==> src/rtl/adc_square_shaper_pkg.sv <==
// Shared types and arithmetic helpers for the ADC square-wave shaper.
// The SHAPER_SIGNED_EN build option is handled in the top-level file.
package shaper_pkg;

  typedef enum logic {
    ST_LOW  = 1'b0,
    ST_HIGH = 1'b1
  } state_t;

  function automatic logic [31:0] midscale(input int w);
    return 32'(1) << (w - 1);
  endfunction

  // Saturating add/sub on zero-extended operands; callers truncate the result to their width.
  function automatic logic [31:0] sat_add(input logic [31:0] a, input logic [31:0] b,
                                          input logic [31:0] lim);
    logic [32:0] s;
    s = {1'b0, a} + {1'b0, b};
    return (s > {1'b0, lim}) ? lim : s[31:0];
  endfunction

  function automatic logic [31:0] sat_sub(input logic [31:0] a, input logic [31:0] b);
    return (b > a) ? 32'd0 : (a - b);
  endfunction

endpackage

==> src/rtl/adc_square_shaper_if.sv <==
// Sample stream in, shaped square wave and threshold status out.
interface adc_square_shaper_if #(parameter int ADC_W = 12);
  logic [ADC_W-1:0] adc_data;
  logic             adc_valid;
  logic             adc_fix;
  logic             edge_rise;
  logic [ADC_W-1:0] thresh;
  logic             amp_ok;

  modport master (output adc_data, adc_valid,
                  input  adc_fix, edge_rise, thresh, amp_ok);
  modport slave  (input  adc_data, adc_valid,
                  output adc_fix, edge_rise, thresh, amp_ok);
endinterface

==> src/rtl/adc_square_shaper_win_stats.sv <==
// Windowed min/max tracker producing the centre threshold, hysteresis and amplitude flag.
module shaper_win_stats
  import shaper_pkg::*;
#(
  parameter int ADC_W      = 12,
  parameter int WIN_LEN    = 4096,
  parameter int HYST_SHIFT = 3,
  parameter int HYST_DEF   = 16,
  parameter int MIN_AMP    = 64
) (
  input  logic             clk,
  input  logic             rst,
  input  logic             sample_valid,
  input  logic [ADC_W-1:0] sample,
  output logic [ADC_W-1:0] thresh,
  output logic [ADC_W-1:0] hyst,
  output logic             amp_ok,
  output logic             win_done
);

  localparam int CNT_W = $clog2(WIN_LEN);
  localparam logic [CNT_W-1:0] LAST_CNT  = CNT_W'(WIN_LEN - 1);
  localparam logic [ADC_W-1:0] MIN_AMP_V = ADC_W'(MIN_AMP);

  logic [CNT_W-1:0] win_cnt;
  logic [ADC_W-1:0] min_q, max_q, min_nxt, max_nxt, span;
  logic [ADC_W:0]   sum;

  // The closing sample must be folded in before the window results are computed.
  always_comb begin
    min_nxt = (sample < min_q) ? sample : min_q;
    max_nxt = (sample > max_q) ? sample : max_q;
    span    = max_nxt - min_nxt;
    sum     = {1'b0, max_nxt} + {1'b0, min_nxt};
  end

  always_ff @(posedge clk or negedge rst) begin
    if (!rst) begin
      win_cnt  <= '0;
      min_q    <= '1;
      max_q    <= '0;
      thresh   <= ADC_W'(midscale(ADC_W));
      hyst     <= ADC_W'(HYST_DEF);
      amp_ok   <= 1'b1;
      win_done <= 1'b0;
    end else begin
      win_done <= 1'b0;
      if (sample_valid) begin
        if (win_cnt == LAST_CNT) begin
          win_cnt  <= '0;
          min_q    <= '1;
          max_q    <= '0;
          thresh   <= ADC_W'(sum >> 1);
          hyst     <= span >> HYST_SHIFT;
          amp_ok   <= (span >= MIN_AMP_V);
          win_done <= 1'b1;
        end else begin
          win_cnt <= win_cnt + 1'b1;
          min_q   <= min_nxt;
          max_q   <= max_nxt;
        end
      end
    end
  end

endmodule

==> src/rtl/adc_square_shaper.sv <==
// ADC square-wave shaper: adaptive threshold, hysteresis and debounce filter.
// Define SHAPER_SIGNED_EN to accept two's-complement samples.
module adc_square_shaper
  import shaper_pkg::*;
#(
  parameter int ADC_W      = 12,
  parameter int WIN_LEN    = 4096,
  parameter int HYST_SHIFT = 3,
  parameter int HYST_DEF   = 16,
  parameter int MIN_AMP    = 64,
  parameter int DEB_CNT    = 3
) (
  input  logic              clk,
  input  logic              rst,
  adc_square_shaper_if.slave bus
);

  localparam int DEB_W = $clog2(DEB_CNT + 1);
  localparam logic [DEB_W-1:0] DEB_LAST = DEB_W'(DEB_CNT - 1);

  logic [ADC_W-1:0] sample, thresh_w, hyst_w, hi, lo;
  logic             amp_ok_w, qualify;
  state_t           state_q, state_d;
  logic [DEB_W-1:0] deb_q, deb_d;
  logic             rise_q, rise_d;

`ifdef SHAPER_SIGNED_EN
  assign sample = {~bus.adc_data[ADC_W-1], bus.adc_data[ADC_W-2:0]};
`else
  assign sample = bus.adc_data;
`endif

  shaper_win_stats #(
    .ADC_W(ADC_W), .WIN_LEN(WIN_LEN), .HYST_SHIFT(HYST_SHIFT),
    .HYST_DEF(HYST_DEF), .MIN_AMP(MIN_AMP)
  ) u_stats (
    .clk          (clk),
    .rst          (rst),
    .sample_valid (bus.adc_valid),
    .sample       (sample),
    .thresh       (thresh_w),
    .hyst         (hyst_w),
    .amp_ok       (amp_ok_w),
    .win_done     ()
  );

  assign hi = ADC_W'(sat_add(32'(thresh_w), 32'(hyst_w), 32'({ADC_W{1'b1}})));
  assign lo = ADC_W'(sat_sub(32'(thresh_w), 32'(hyst_w)));

  always_ff @(posedge clk or negedge rst) begin
    if (!rst) begin
      state_q <= ST_LOW;
      deb_q   <= '0;
      rise_q  <= 1'b0;
    end else begin
      state_q <= state_d;
      deb_q   <= deb_d;
      rise_q  <= rise_d;
    end
  end

  // A low amplitude flag freezes the filter so noise around the centre cannot toggle the output.
  always_comb begin
    state_d = state_q;
    deb_d   = deb_q;
    rise_d  = 1'b0;
    qualify = (state_q == ST_LOW) ? (sample > hi) : (sample < lo);
    if (bus.adc_valid && amp_ok_w) begin
      if (qualify) begin
        if (deb_q == DEB_LAST) begin
          state_d = (state_q == ST_LOW) ? ST_HIGH : ST_LOW;
          deb_d   = '0;
          rise_d  = (state_q == ST_LOW);
        end else begin
          deb_d = deb_q + 1'b1;
        end
      end else begin
        deb_d = '0;
      end
    end
  end

  assign bus.adc_fix   = (state_q == ST_HIGH);
  assign bus.edge_rise = rise_q;
  assign bus.thresh    = thresh_w;
  assign bus.amp_ok    = amp_ok_w;

endmodule
==> src/flat_wrapper.sv <==
// flat-port wrapper written by rule: the top's interface ports become plain ports
module adc_square_shaper_flat import shaper_pkg::*;
#(
  parameter int ADC_W      = 12,
  parameter int WIN_LEN    = 4096,
  parameter int HYST_SHIFT = 3,
  parameter int HYST_DEF   = 16,
  parameter int MIN_AMP    = 64,
  parameter int DEB_CNT    = 3
)
  (clk, rst, bus_adc_data, bus_adc_valid, bus_adc_fix, bus_edge_rise, bus_thresh, bus_amp_ok);
  adc_square_shaper_if #(.ADC_W(ADC_W)) bus_i ();
  input  logic clk;
  input  logic rst;
  input wire logic [$bits(bus_i.adc_data)-1:0] bus_adc_data;
  input wire logic [$bits(bus_i.adc_valid)-1:0] bus_adc_valid;
  output wire logic [$bits(bus_i.adc_fix)-1:0] bus_adc_fix;
  output wire logic [$bits(bus_i.edge_rise)-1:0] bus_edge_rise;
  output wire logic [$bits(bus_i.thresh)-1:0] bus_thresh;
  output wire logic [$bits(bus_i.amp_ok)-1:0] bus_amp_ok;
  assign bus_i.adc_data = bus_adc_data;
  assign bus_i.adc_valid = bus_adc_valid;
  assign bus_adc_fix = bus_i.adc_fix;
  assign bus_edge_rise = bus_i.edge_rise;
  assign bus_thresh = bus_i.thresh;
  assign bus_amp_ok = bus_i.amp_ok;
  adc_square_shaper #(.ADC_W(ADC_W), .WIN_LEN(WIN_LEN), .HYST_SHIFT(HYST_SHIFT), .HYST_DEF(HYST_DEF), .MIN_AMP(MIN_AMP), .DEB_CNT(DEB_CNT)) u_core (.clk(clk), .rst(rst), .bus(bus_i));
endmodule
==> config.mk <==
export PLATFORM = sky130hd
export DESIGN_NAME = adc_square_shaper_flat
export DESIGN_NICKNAME = d
export VERILOG_FILES = /design/src/rtl/adc_square_shaper_pkg.sv /design/src/rtl/adc_square_shaper_if.sv /design/src/rtl/adc_square_shaper_win_stats.sv /design/src/rtl/adc_square_shaper.sv /design/src/flat_wrapper.sv
export SDC_FILE = /design/constraint.sdc
export NUM_CORES = 1
export LEC_CHECK = 0
export CAP_MARGIN = 20
export CORE_UTILIZATION = 62
export DETAILED_ROUTE_END_ITERATION = 16
export GPL_TIMING_DRIVEN = 0
export PLACE_DENSITY = 0.82
export SYNTH_ARGS = -nofsm -noshare
export SYNTH_HDL_FRONTEND = slang
export SYNTH_SLANG_ARGS = --single-unit
==> constraint.sdc <==
create_clock -name clk -period 4.5 [get_ports clk]
set_input_delay 0.45 -clock clk [delete_from_list [all_inputs] [get_ports clk]]
set_output_delay 0.45 -clock clk [all_outputs]
set_load 0.005 [all_outputs]
==> results.md <==
* Final cycle utilization of the critical path at 97.0%
* Overflow left after global routing at 0
* Hold Fails Final Rpt at 0
* CTS root buf: sky130_fd_sc_hd__clkbuf_8
* Maximum single-stage delay on the critical path at 0.56 ns
* Worst EP required at 4.76 ns
* Sequential fraction of design power at 21.8%
* Buf+Inv Stages, Crit Path at 3
* Post-synthesis sequential area ratio at 26.7%
* Synth Net Count at 793
* Relative area change from synthesis to final layout at 13.4%
* Sum of negative setup slack at 0 ns
* Mean Syn Cell Area at 8.57 sq um
* GR Util All Layers at 32.6%
* Slowest cell on crit path: sky130_fd_sc_hd__dfstp_2
* Net switching share of the total power at 46.1%
* CTS Buf Count at 9
* Clock period minus worst slack at 4.37 ns
* Final wirelength at 15,300 um
* Clock Power Share at 12.7%
* Number of antenna violations at the first check in global routing at 0
* Ys async rst share at 100%
* Horizontal die dimension at 99.4 um
* Placeable core region at 0.00920 sq mm
* Number of top-level pins at 30
* Post-synth EDFFs at 0
* Initial Util at 63.9%
* Final antenna-violating net count at 0
* Most used flip-flop cell after synthesis: sky130_fd_sc_hd__dfrtp_1
* Final #Nets at 839
* Post-route cell area at 0.00666 sq mm
* FP Rows at 35
* DR vias at 5,324
* Min-delay worst type: input pin to async pin
* Launching element type of the critical path: register
* Basic-gate share of the synthesized area counting and, or, nand and nor cells at 15.9%
* Delay-heaviest family, CP: compound AO/OA/AOI/OAI gates
* Post-detailed-route DRC marker count at 0
* Setup-violating endpoint count in the final report at 0
* Post-DP Area at 0.00632 sq mm
* CTS sink cnt at 62
* Cell-by-cell trace of the critical path: inv_1 -> ha_1 -> a21o_1 -> a21o_1 -> o21ai_0 -> o211a_1 -> a211oi_4 -> buf_4 -> mux2_2 -> ha_1 -> inv_2 -> a2111o_1 -> o21ai_2 -> or4b_1 -> o211a_1 -> o32a_1
* Port Buffers at 29
* First-pass GRT wire length at 25,100 um
* Largest net degree at the start of global routing at 37
* DR WL/cell at 18.1 um
* Synth unique cells at 72
* Main combinational cell family by area after synthesis: compound AO/OA/AOI/OAI gates
* Number of H-tree levels at 3
* Data arrival at the endpoint of the critical path at 4.63 ns
* Number of max-cap violations at 0
* Mapped Cells at 686
* Area of the mapped netlist at 0.00588 sq mm
* Worst setup EP type: register
* Xor and xnor fraction of the mapped netlist area at 4.62%
* Clock network latency to the later pin of the worst-skew pair at 0.34 ns
* Maximum root-to-sink buffer count at 2
* Mux cell area share after synthesis at 3.21%
* Max-Slew Margin vs Limit at 46.2%
* Run status: finished, final reports clean
* Synth Area in Adders at 20.1%
* Detail-routed via count per cell at 6.28
* Filler cells at 722
* #FFs+latches synth at 62
* Worst Max-Slew Pin Slew at 0.807 ns
* Leakage power total at 0.00313 uW
* Final non-filler cell total at 848
* Critical-path maximum fanout at 5
* TritonCTS clock tree: done
* Clock slew at reported path FFs at 0.07 ns
* Half-perimeter wire length after detailed placement at 12,100 um
* Power dissipated by switching net loads at 1760 uW
* Die Ht at 99.4 um
* Internal portion of total power at 2060 uW
* Antenna Cells at 0
* Layout cells sized above 1 at 10.7%
* Final setup skew at 0.0114 ns
* DRT iter0 DRCs at 344
* Category of the critical setup timing path: register to register
* Via count of the first global-routing pass at 5,305
* Worst vdd rail ir drop at 0.430 mV
* RD Place Congestion at 0.941
* Post-Route Hold Slack at 0.196 ns
* Pre-CTS setup slack at -0.885 ns
* Area fraction in compound gates after synthesis at 23.3%
* First-pass detailed-route iteration total at 5
* Maximum achievable frequency at 229 MHz
* YS warnings at 0
* Number of pins exceeding their max-slew limit in the final report at 0
* Power Dens Cells at 573 mW/mm^2
* Die Footprint at 0.00987 sq mm
* Crit path setup slack, layout at 0.133 ns
* Relative contribution of combinational cells to total power at 65.5%
* Placed cells at 827
## kinds of logic (layout without fill, tap and decap cells)
logic type / after synthesis / after routing
AOI/OAI and AO/OA: 198 / 198
and+or+nand+nor: 193 / 193
adders and majority gates: 92 / 92
buffers and inverters: 92 / 143
DFF: 62 / 62
xor gates and xnor gates: 31 / 31
muxes: 18 / 18
## cell type report
| cell class | instances | area, sq um | share of cell area (%) |
|---|---|---|---|
| Clock inverter | 4 | 47.5 | 0.713 |
| Timing Repair Buffer | 35 | 343 | 5.14 |
| Tap cell | 111 | 139 | 2.08 |
| Sequential cell | 62 | 1570 | 23.6 |
| Multi-Input combinational cell | 532 | 4050 | 60.8 |
| Inverter | 69 | 259 | 3.89 |
| Buffer | 23 | 111 | 1.67 |
| Clock buffer | 12 | 145 | 2.18 |
## state kept, by name, indices dropped and copies added (netlist names)
register	cells
u_core.bus.adc_fix	1
u_core.bus.edge_rise	1
u_core.deb_q	2
u_core.u_stats.amp_ok	1
u_core.u_stats.hyst	9
u_core.u_stats.max_q	12
u_core.u_stats.min_q	12
u_core.u_stats.thresh	12
u_core.u_stats.win_cnt	12
## cell usage after synthesis (all sizes together), types with 4 or more instances
| cell | n | area share [%] |
|---|---|---|
| ha | 88 | 19 |
| inv | 69 | 4.4 |
| nand2 | 54 | 3.4 |
| o21ai | 54 | 4.9 |
| nor2 | 52 | 3.4 |
| dfrtp | 47 | 20 |
| a21oi | 41 | 3.5 |
| xnor2 | 22 | 3.3 |
| clkbuf | 18 | 1.1 |
| a21o | 15 | 1.9 |
| dfstp | 15 | 6.7 |
| a22o | 14 | 2.1 |
| nor3 | 13 | 1.1 |
| o22a | 13 | 1.9 |
| nand2b | 12 | 1.3 |
| mux2i | 11 | 1.9 |
| nand3 | 11 | 0.94 |
| nand4 | 11 | 1.2 |
| nor2b | 11 | 1.2 |
| xor2 | 9 | 1.3 |
| a211oi | 8 | 1.1 |
| and3 | 7 | 0.75 |
| mux2 | 7 | 1.3 |
| o21bai | 7 | 1.1 |
| or3 | 7 | 0.83 |
| o21a | 6 | 0.77 |
| buf | 5 | 0.53 |
| o31ai | 5 | 0.64 |
| a2111oi | 4 | 0.70 |
| a31oi | 4 | 0.68 |
| fa | 4 | 1.4 |
## final timing paths
path / slack, ns / depth (start not counted) / to / startpoint
min reg2reg: 0.48 / 1 / u_core.u_stats.win_cnt[10] / u_core.u_stats.win_cnt[10]
max: 0.13 / 16 / u_core.u_stats.amp_ok / u_core.u_stats.min_q[4]
min: 0.20 / 1 / u_core.u_stats.max_q[4] / rst
max reg2reg: 0.13 / 16 / u_core.u_stats.amp_ok / u_core.u_stats.min_q[4]
max in group asynchronous: 3.62 / 2 / u_core.u_stats.min_q[0] / rst
min in group clk: 0.48 / 1 / u_core.u_stats.win_cnt[10] / u_core.u_stats.win_cnt[10]
## metrics by stage
stage          total power, uW  util [%]
6_report                  3820      72.5
5_1_grt                   4120      72.5
4_1_cts                   3670      71.6
3_5_place_dp              3070      68.7
3_3_place_gp              2980      68.6
2_1_floorplan             2570         -
## timing repair
item	CTS	global route
pin swaps	2	2
hold buffers	0	0
gates cloned	0	0
setup buffers	3	2
resized for setup	20	21
setup endpoints to repair	11	6
## power groups by stage
stage          sequential [uW]  clock, uW  combinational (uW)
2_1_floorplan              797          0                1770
3_3_place_gp               820          0                2160
3_5_place_dp               827          0                2240
4_1_cts                    823        495                2350
5_1_grt                    843        518                2760
6_report                   831        487                2500
## worst reg2reg max path: cells and delay by family (launching register included)
kind / cells / cell delay, ns
compound gates: 9 / 1.95
fa+ha+maj: 2 / 0.65
flops: 1 / 0.56
simple gates: 1 / 0.45
mux: 1 / 0.36
buf+inv: 3 / 0.33
## cell usage in the layout, fill, tap and decap left out, types with 9 or more instances in the layout
cell                              synthesis  layout
sky130_fd_sc_hd__ha_1                    88      88
sky130_fd_sc_hd__inv_1                   65      65
sky130_fd_sc_hd__nand2_1                 54      54
sky130_fd_sc_hd__nor2_1                  51      51
sky130_fd_sc_hd__dfrtp_1                 47      47
sky130_fd_sc_hd__o21ai_0                 40      39
sky130_fd_sc_hd__a21oi_1                 41      38
sky130_fd_sc_hd__xnor2_1                 22      22
sky130_fd_sc_hd__clkbuf_1                18      17
sky130_fd_sc_hd__clkdlybuf4s50_1          0      16
sky130_fd_sc_hd__a21o_1                  15      15
sky130_fd_sc_hd__dfstp_2                 15      15
sky130_fd_sc_hd__a22o_1                  14      14
sky130_fd_sc_hd__o22a_1                  13      13
sky130_fd_sc_hd__nand2b_1                12      12
sky130_fd_sc_hd__nor3_1                  13      12
sky130_fd_sc_hd__o21ai_1                 12      11
sky130_fd_sc_hd__nor2b_1                 11      11
sky130_fd_sc_hd__nand3_1                 11      11
sky130_fd_sc_hd__nand4_1                 11      11
sky130_fd_sc_hd__clkbuf_8                 0      10
sky130_fd_sc_hd__xor2_1                   9       9
## layer usage
| metal | vias up | share of wire [%] | GRT usage (%) |
|---|---|---|---|
| met3 | 36 | 6.2 | 5.27 |
| met5 | - | 0 | 0 |
| met2 | 184 | 51 | 58.3 |
| li1 | 2547 | - | - |
| met1 | 2557 | 40 | 38.4 |
| met4 | 0 | 3.3 | 14.9 |
Power figures use the tool's default switching activity.
